$ cat config.mk
export PLATFORM = sky130hd
export DESIGN_NAME = uart_symbol_link
export DESIGN_NICKNAME = d
export VERILOG_FILES = /design/src/rtl/uart_link_pkg.sv /design/src/rtl/sync_fifo.sv /design/src/rtl/uart_symbol_link.sv
export SDC_FILE = /design/constraint.sdc
export NUM_CORES = 1
export LEC_CHECK = 0
export BUFFER_PORTS_ARGS = -buffer_cell sky130_fd_sc_hd__buf_4
export CORE_MARGIN = 1
export CORE_UTILIZATION = 60
export DETAILED_ROUTE_END_ITERATION = 8
export PLACE_DENSITY_LB_ADDON = 0.15
export SYNTH_ARGS = -nofsm -noshare
export SYNTH_HDL_FRONTEND = slang
export SYNTH_SLANG_ARGS = --single-unit
$ cat constraint.sdc
create_clock -name clk -period 2.89 [get_ports clk]
set_input_delay 0.4335 -clock clk [delete_from_list [all_inputs] [get_ports clk]]
set_output_delay 0.4335 -clock clk [all_outputs]
set_load 0.005 [all_outputs]
$ cat src/rtl/uart_link_pkg.sv
// Shared types and helpers for the UART symbol link.
// UART_PARITY_EN adds one even-parity bit to every frame.
package uart_link_pkg;

`ifdef UART_PARITY_EN
  localparam int unsigned PARITY_BITS = 1;
`else
  localparam int unsigned PARITY_BITS = 0;
`endif

  // Frame length for the default 8 data bits: start + data + parity + stop.
  localparam int unsigned FRAME_BITS = 1 + 8 + PARITY_BITS + 1;

  typedef enum logic [2:0] {RxIdle, RxStart, RxData, RxParity, RxStop} rx_state_t;
  typedef enum logic [2:0] {TxIdle, TxStart, TxData, TxParity, TxStop} tx_state_t;

  // Buckets d-1 (mod 2^dec_bits) by its top sym_bits bits, so 0 lands in the last bucket.
  function automatic logic [15:0] sym_decode(input logic [15:0] d,
                                             input int unsigned dec_bits,
                                             input int unsigned sym_bits);
    logic [15:0] mask;
    logic [15:0] t;
    mask = 16'((32'd1 << dec_bits) - 32'd1);
    t    = (d - 16'd1) & mask;
    return t >> (dec_bits - sym_bits);
  endfunction

endpackage

$ cat src/rtl/sync_fifo.sv
// First-word-fall-through FIFO; a push into a full FIFO without a pop is dropped and flagged.
module sync_fifo #(
  parameter int unsigned Width = 10,
  parameter int unsigned Depth = 4
) (
  input  logic                       clk_i,
  input  logic                       rst_ni,
  input  logic                       push_i,
  input  logic [Width-1:0]           wdata_i,
  input  logic                       pop_i,
  output logic [Width-1:0]           rdata_o,
  output logic                       valid_o,
  output logic [$clog2(Depth+1)-1:0] level_o,
  output logic                       overrun_o
);
  localparam int unsigned PtrW = $clog2(Depth);
  localparam int unsigned LvlW = $clog2(Depth + 1);

  logic [Width-1:0] mem_q [Depth];
  logic [PtrW-1:0]  wr_ptr_q, rd_ptr_q;
  logic [LvlW-1:0]  level_q;
  logic             overrun_q;
  logic             full, do_push, do_pop;

  assign full    = (level_q == LvlW'(Depth));
  assign do_pop  = pop_i && (level_q != '0);
  assign do_push = push_i && (!full || do_pop);

  always_ff @(posedge clk_i) begin
    if (do_push) mem_q[wr_ptr_q] <= wdata_i;
  end

  always_ff @(posedge clk_i or negedge rst_ni) begin
    if (!rst_ni) begin
      wr_ptr_q  <= '0;
      rd_ptr_q  <= '0;
      level_q   <= '0;
      overrun_q <= 1'b0;
    end else begin
      overrun_q <= push_i && !do_push;
      if (do_push) wr_ptr_q <= wr_ptr_q + 1'b1;
      if (do_pop)  rd_ptr_q <= rd_ptr_q + 1'b1;
      level_q <= level_q + LvlW'(do_push) - LvlW'(do_pop);
    end
  end

  assign valid_o   = (level_q != '0);
  assign rdata_o   = valid_o ? mem_q[rd_ptr_q] : '0;
  assign level_o   = level_q;
  assign overrun_o = overrun_q;

endmodule

$ cat src/rtl/uart_symbol_link.sv
// UART transceiver: RX frames are decoded to symbols and queued in a FWFT FIFO.
// Define UART_PARITY_EN for an even-parity bit on both directions.
module uart_symbol_link
  import uart_link_pkg::*;
#(
  parameter int unsigned DATA_BITS  = 8,
  parameter int unsigned BAUD_DIV   = 434,
  parameter int unsigned DEC_BITS   = 4,
  parameter int unsigned SYM_BITS   = 2,
  parameter int unsigned FIFO_DEPTH = 4
) (
  input  logic                            clk,
  input  logic                            rst_n,
  input  logic                            rx,
  output logic                            tx,
  input  logic [DATA_BITS-1:0]            tx_data,
  input  logic                            tx_valid,
  output logic                            tx_ready,
  output logic                            tx_busy,
  output logic [DATA_BITS-1:0]            rx_data,
  output logic [SYM_BITS-1:0]             rx_sym,
  output logic                            rx_valid,
  input  logic                            rx_ready,
  output logic [$clog2(FIFO_DEPTH+1)-1:0] rx_level,
  output logic                            frame_err,
  output logic                            overrun,
  output logic                            parity_err
);
  localparam int unsigned CntW = $clog2(BAUD_DIV);
  localparam int unsigned BitW = $clog2(DATA_BITS);
  localparam logic [CntW-1:0] BaudLast = CntW'(BAUD_DIV - 1);
  localparam logic [CntW-1:0] HalfLast = CntW'(BAUD_DIV / 2 - 1);
  localparam logic [BitW-1:0] BitLast  = BitW'(DATA_BITS - 1);

  // ---------------- TX ----------------
  tx_state_t            tx_state_q;
  logic [CntW-1:0]      tx_cnt_q;
  logic [BitW-1:0]      tx_bit_q;
  logic [DATA_BITS-1:0] tx_shift_q;
  logic                 tx_q;
  logic                 tx_baud_end;
`ifdef UART_PARITY_EN
  logic                 tx_par_q;
`endif

  assign tx_baud_end = (tx_cnt_q == BaudLast);

  always_ff @(posedge clk or negedge rst_n) begin
    if (!rst_n) begin
      tx_state_q <= TxIdle;
      tx_cnt_q   <= '0;
      tx_bit_q   <= '0;
      tx_shift_q <= '0;
      tx_q       <= 1'b1;
`ifdef UART_PARITY_EN
      tx_par_q   <= 1'b0;
`endif
    end else begin
      tx_cnt_q <= (tx_state_q == TxIdle || tx_baud_end) ? '0 : tx_cnt_q + 1'b1;
      unique case (tx_state_q)
        TxIdle: if (tx_valid) begin
          tx_shift_q <= tx_data;
          tx_q       <= 1'b0;
          tx_state_q <= TxStart;
`ifdef UART_PARITY_EN
          tx_par_q   <= ^tx_data;
`endif
        end
        TxStart: if (tx_baud_end) begin
          tx_q       <= tx_shift_q[0];
          tx_shift_q <= tx_shift_q >> 1;
          tx_bit_q   <= '0;
          tx_state_q <= TxData;
        end
        TxData: if (tx_baud_end) begin
          if (tx_bit_q == BitLast) begin
`ifdef UART_PARITY_EN
            tx_q       <= tx_par_q;
            tx_state_q <= TxParity;
`else
            tx_q       <= 1'b1;
            tx_state_q <= TxStop;
`endif
          end else begin
            tx_q       <= tx_shift_q[0];
            tx_shift_q <= tx_shift_q >> 1;
            tx_bit_q   <= tx_bit_q + 1'b1;
          end
        end
        TxParity: if (tx_baud_end) begin
          tx_q       <= 1'b1;
          tx_state_q <= TxStop;
        end
        TxStop: if (tx_baud_end) tx_state_q <= TxIdle;
        default: tx_state_q <= TxIdle;
      endcase
    end
  end

  assign tx       = tx_q;
  assign tx_ready = (tx_state_q == TxIdle);
  assign tx_busy  = (tx_state_q != TxIdle);

  // ---------------- RX ----------------
  rx_state_t            rx_state_q;
  logic                 rx_s1_q, rx_s2_q, rx_prev_q;
  logic [CntW-1:0]      rx_cnt_q;
  logic [BitW-1:0]      rx_bit_q;
  logic [DATA_BITS-1:0] rx_shift_q;
  logic                 push_q, frame_err_q;
`ifdef UART_PARITY_EN
  logic                 rx_par_q, parity_err_q;
`endif

  always_ff @(posedge clk or negedge rst_n) begin
    if (!rst_n) begin
      rx_state_q   <= RxIdle;
      rx_s1_q      <= 1'b1;
      rx_s2_q      <= 1'b1;
      rx_prev_q    <= 1'b1;
      rx_cnt_q     <= '0;
      rx_bit_q     <= '0;
      rx_shift_q   <= '0;
      push_q       <= 1'b0;
      frame_err_q  <= 1'b0;
`ifdef UART_PARITY_EN
      rx_par_q     <= 1'b0;
      parity_err_q <= 1'b0;
`endif
    end else begin
      rx_s1_q     <= rx;
      rx_s2_q     <= rx_s1_q;
      rx_prev_q   <= rx_s2_q;
      push_q      <= 1'b0;
      frame_err_q <= 1'b0;
      rx_cnt_q    <= rx_cnt_q + 1'b1;
`ifdef UART_PARITY_EN
      parity_err_q <= 1'b0;
`endif
      unique case (rx_state_q)
        RxIdle: begin
          rx_cnt_q <= '0;
          if (rx_prev_q && !rx_s2_q) rx_state_q <= RxStart;
        end
        // A line already back high at mid start bit is treated as a glitch.
        RxStart: if (rx_cnt_q == HalfLast) begin
          rx_cnt_q   <= '0;
          rx_bit_q   <= '0;
          rx_state_q <= rx_s2_q ? RxIdle : RxData;
        end
        RxData: if (rx_cnt_q == BaudLast) begin
          rx_cnt_q   <= '0;
          rx_shift_q <= {rx_s2_q, rx_shift_q[DATA_BITS-1:1]};
          rx_bit_q   <= rx_bit_q + 1'b1;
          if (rx_bit_q == BitLast) begin
`ifdef UART_PARITY_EN
            rx_state_q <= RxParity;
`else
            rx_state_q <= RxStop;
`endif
          end
        end
        RxParity: if (rx_cnt_q == BaudLast) begin
          rx_cnt_q   <= '0;
`ifdef UART_PARITY_EN
          rx_par_q   <= rx_s2_q;
`endif
          rx_state_q <= RxStop;
        end
        RxStop: if (rx_cnt_q == BaudLast) begin
          rx_state_q <= RxIdle;
          if (!rx_s2_q) frame_err_q <= 1'b1;
`ifdef UART_PARITY_EN
          else if ((^rx_shift_q) != rx_par_q) parity_err_q <= 1'b1;
`endif
          else push_q <= 1'b1;
        end
        default: rx_state_q <= RxIdle;
      endcase
    end
  end

  logic [15:0] sym_full;
  logic        sym_unused;
  assign sym_full   = sym_decode(16'(rx_shift_q), DEC_BITS, SYM_BITS);
  assign sym_unused = ^sym_full[15:SYM_BITS];

  logic [DATA_BITS+SYM_BITS-1:0] fifo_rdata;

  sync_fifo #(
    .Width(DATA_BITS + SYM_BITS),
    .Depth(FIFO_DEPTH)
  ) u_rx_fifo (
    .clk_i    (clk),
    .rst_ni   (rst_n),
    .push_i   (push_q),
    .wdata_i  ({rx_shift_q, sym_full[SYM_BITS-1:0]}),
    .pop_i    (rx_ready),
    .rdata_o  (fifo_rdata),
    .valid_o  (rx_valid),
    .level_o  (rx_level),
    .overrun_o(overrun)
  );

  assign rx_data   = fifo_rdata[DATA_BITS+SYM_BITS-1:SYM_BITS];
  assign rx_sym    = fifo_rdata[SYM_BITS-1:0];
  assign frame_err = frame_err_q;
`ifdef UART_PARITY_EN
  assign parity_err = parity_err_q;
`else
  assign parity_err = 1'b0;
`endif

endmodule

==> results_dict.tcl <==
set metrics [dict create \
    cp_max_fo 12 \
    dieWidth_um 88.2 \
    pin_count 33 \
    clock_skew_ps 14.8 \
    antenna_found_initial 0 \
    pwr-share-comb 0.192 \
    drt_pre_antenna_iters 5 \
    synth_area_um2 4460 \
    core_um2 7210 \
    dpl-instance-area_um2 4780 \
    crit_required_ps 3130 \
    vias 2507 \
    status "finished, final reports clean" \
    syn-num-nets 352 \
    clk_pin_slew_ps 100 \
    start_kind "register" \
    async_flop_share 0.600 \
    postRouteAntennaNets 0 \
    drc 0 \
    grt_pass1_vias 2446 \
    insertion_delay_ps 350 \
    place_congestion 0.741 \
    final_cell_mix "dfrtp_1 (56), edfxtp_1 (40), buf_4 (32)" \
    finalHoldViolations 0 \
    synthTopCellsByArea "dfrtp_1 (31%), edfxtp_1 (27%), mux2_2 (5.8%)" \
    critPathKind "reg -> reg" \
    syn_avg_cell_area_um2 13.8 \
    fin_tns_setup_ps 0 \
    cp_top_family "simple AND/OR/NAND/NOR gates" \
    cp.arrival_ps 2780 \
    path_cells "or3_1 > and2_1 > ha_1 > inv_1 > ha_1 > inv_1 > fa_1 > xnor2_1 > xnor2_1" \
    critPathCaptureType "register" \
    internal_power_w 0.00240 \
    grt_start_max_net_pins 61 \
    num_rows 31 \
    drtIter0Drc 66 \
    drt-vias-per-instance 5.43 \
    post_cts_resized 0 \
    wl_per_cell_um 15.0 \
    nNetsFinal 387 \
    synth_cell_types 52 \
    dieArea_um2 7780 \
    utilization 0.691 \
    p_sw_frac 0.282 \
    power_switching_w 0.000942 \
    yosysWarnings 0 \
    min_period_ps 2530 \
    start_util 0.618 \
    grt-ovfl-total 0 \
    die_h_um 88.2 \
    worstMarginPinSlew_ps 752 \
    crit_buf_inv 2 \
    fmaxAchievable_ghz 0.395 \
    finalCritPeriodShare 0.876 \
    cts_tree "built" \
    cts_max_path_buffers 2 \
    synthDominantCellAreaShare 0.314 \
    hpwl_um 4760 \
    syn_inst 323 \
    grt_pass1_wl_um 11700 \
    portBuffers 31 \
    htree_levels 3 \
    postCtsSetupBuffers 0 \
    drive_above_1_share 0.262 \
    final_common_cell "dfrtp_1" \
    worst_path_max_delay_cell "or3_1" \
    finalSetupViolations 0 \
    ir_drop_uv 409 \
    yosys.area.top_type "dfrtp_1" \
    cts_hold_buf 0 \
    yosysSeqAreaShare 0.607 \
    rsz0062_at_grt "no" \
    hold_class "in -> async" \
    slew_violations 0 \
    synth-main-ff-cell "dfrtp_1" \
    seq_area_um2 2710 \
    syn_to_final_growth_pct 11.9 \
    crit_path_max_incr_delay_ps 540 \
    p_leak_nw 2.16 \
    synth_edf_count 40 \
    pwr-share-clk 0.266 \
    relSlewSlack 0.499 \
    global_route.usage.total 0.203 \
    fillers 540 \
    drv_cap 0 \
    antenna_cells 0 \
    power_frac_seq 0.542 \
    clockRootBuffer "clkbuf_8" \
    drt-total-wl_um 6930 \
    numClockSinks 100 \
    final_area_um2 4990 \
    power_w 0.00334 \
    synth-seq-cells 100 \
    numCtsBuffers 9 \
    power.density_nw_per_um2 670 \
    multi_input_area_um2 1640 \
]
-- through the flow --
step / hold slack [ps] / std cells / worst slack [ps]
after floorplan: 138 / 323 / 647
after global placement: 346 / 446 / 438
after detailed placement: 349 / 446 / 351
after CTS: 157 / 462 / 331
after global routing: 147 / 462 / 176
final: 126 / 462 / 358
-- cell usage after synthesis (2+ instances only) --
| master | number |
|---|---|
| nand3_1 | 8 |
| mux2i_1 | 2 |
| xor2_1 | 7 |
| dfstp_2 | 4 |
| a22o_1 | 2 |
| mux2_2 | 23 |
| mux4_2 | 10 |
| buf_4 | 2 |
| inv_1 | 18 |
| nor2b_1 | 4 |
| and4bb_2 | 2 |
| xnor2_1 | 14 |
| o41ai_1 | 2 |
| o21ai_0 | 4 |
| nor3_1 | 9 |
| clkbuf_1 | 5 |
| nand2b_1 | 2 |
| nor2_1 | 31 |
| and2_1 | 16 |
| and4b_1 | 3 |
| ha_1 | 15 |
| edfxtp_1 | 40 |
| dfrtp_1 | 56 |
| nand4_1 | 4 |
| and3_1 | 2 |
| a21oi_1 | 3 |
| nand2_1 | 10 |
-- metal layers --
| layer | GRT usage | wire length, um | share of wire | vias up |
|---|---|---|---|---|
| met5 | 0 | 0 | 0 | - |
| met4 | 0.0528 | 45 | 0.0065 | 0 |
| met3 | 0.0575 | 210 | 0.030 | 4 |
| met2 | 0.331 | 3470 | 0.50 | 41 |
| met1 | 0.269 | 3200 | 0.46 | 1240 |
| li1 | - | - | - | 1222 |
-- cell type report --
class | count | share of cell area
flip-flops and latches | 100 | 0.543
multi-input cells | 197 | 0.330
clock buffers | 9 | 0.0248
well taps | 99 | 0.0248
repair buffers | 32 | 0.0482
inverters | 18 | 0.0135
clock inverters | 7 | 0.0163
-- power groups by stage --
| stage | Sequential (W) | Combinational (W) | Clock (W) |
|---|---|---|---|
| after CTS | 0.00182 | 0.000661 | 0.000923 |
| after global placement | 0.00183 | 0.000623 | 0 |
| after detailed placement | 0.00184 | 0.000660 | 0 |
| final | 0.00181 | 0.000642 | 0.000889 |
| after floorplan | 0.00178 | 0.000494 | 0 |
| after global routing | 0.00184 | 0.000721 | 0.000970 |
-- logic make-up after synthesis --
logic type / after synthesis / share of synthesized area
buffers and inverters: 26 / 0.0239
other: 1 / 0.000841
adder cells (fa/ha/maj): 16 / 0.0466
AND/OR/NAND/NOR: 100 / 0.122
AO/OA/AOI/OAI: 24 / 0.0449
multiplexers: 35 / 0.113
XOR/XNOR: 21 / 0.0413
flip-flops: 100 / 0.607
-- final timing paths --
path	slack, ps	endpoint	cells past startpoint	start
setup / recovery	360	u_rx_fifo.level_o[2]	9	u_rx_fifo.level_o[1]
hold / removal	130	u_rx_fifo.rd_ptr_q[1]	1	rst_n
setup reg to reg	360	u_rx_fifo.level_o[2]	9	u_rx_fifo.level_o[1]
hold reg to reg	360	rx_s2_q	0	rx_s1_q
max in group asynchronous	2250	rx_cnt_q[4]	1	rst_n
min in group clk	180	rx_s1_q	1	rx
-- worst reg2reg max path: stages, from the launching register on --
cell,delay (ps)
dfrtp_1,460
or3_1,540
and2_1,260
ha_1,280
inv_1,60
ha_1,130
inv_1,60
fa_1,380
xnor2_1,150
xnor2_1,120
-- state kept, by name, summed over array words and instances (netlist names) --
signal / count
u_rx_fifo.wr_ptr_q: 2
tx_cnt_q: 9
tx_shift_q: 8
rx_bit_q: 3
rx_shift_q: 8
u_rx_fifo.mem_q: 40
tx_state_q: 3
push_q: 1
u_rx_fifo.rd_ptr_q: 2
rx_state_q: 3
rx_prev_q: 1
rx_s1_q: 1
tx: 1
rx_cnt_q: 9
frame_err: 1
u_rx_fifo.overrun_o: 1
rx_s2_q: 1
tx_bit_q: 3
u_rx_fifo.level_o: 3
(Power assumes the default switching activity.)
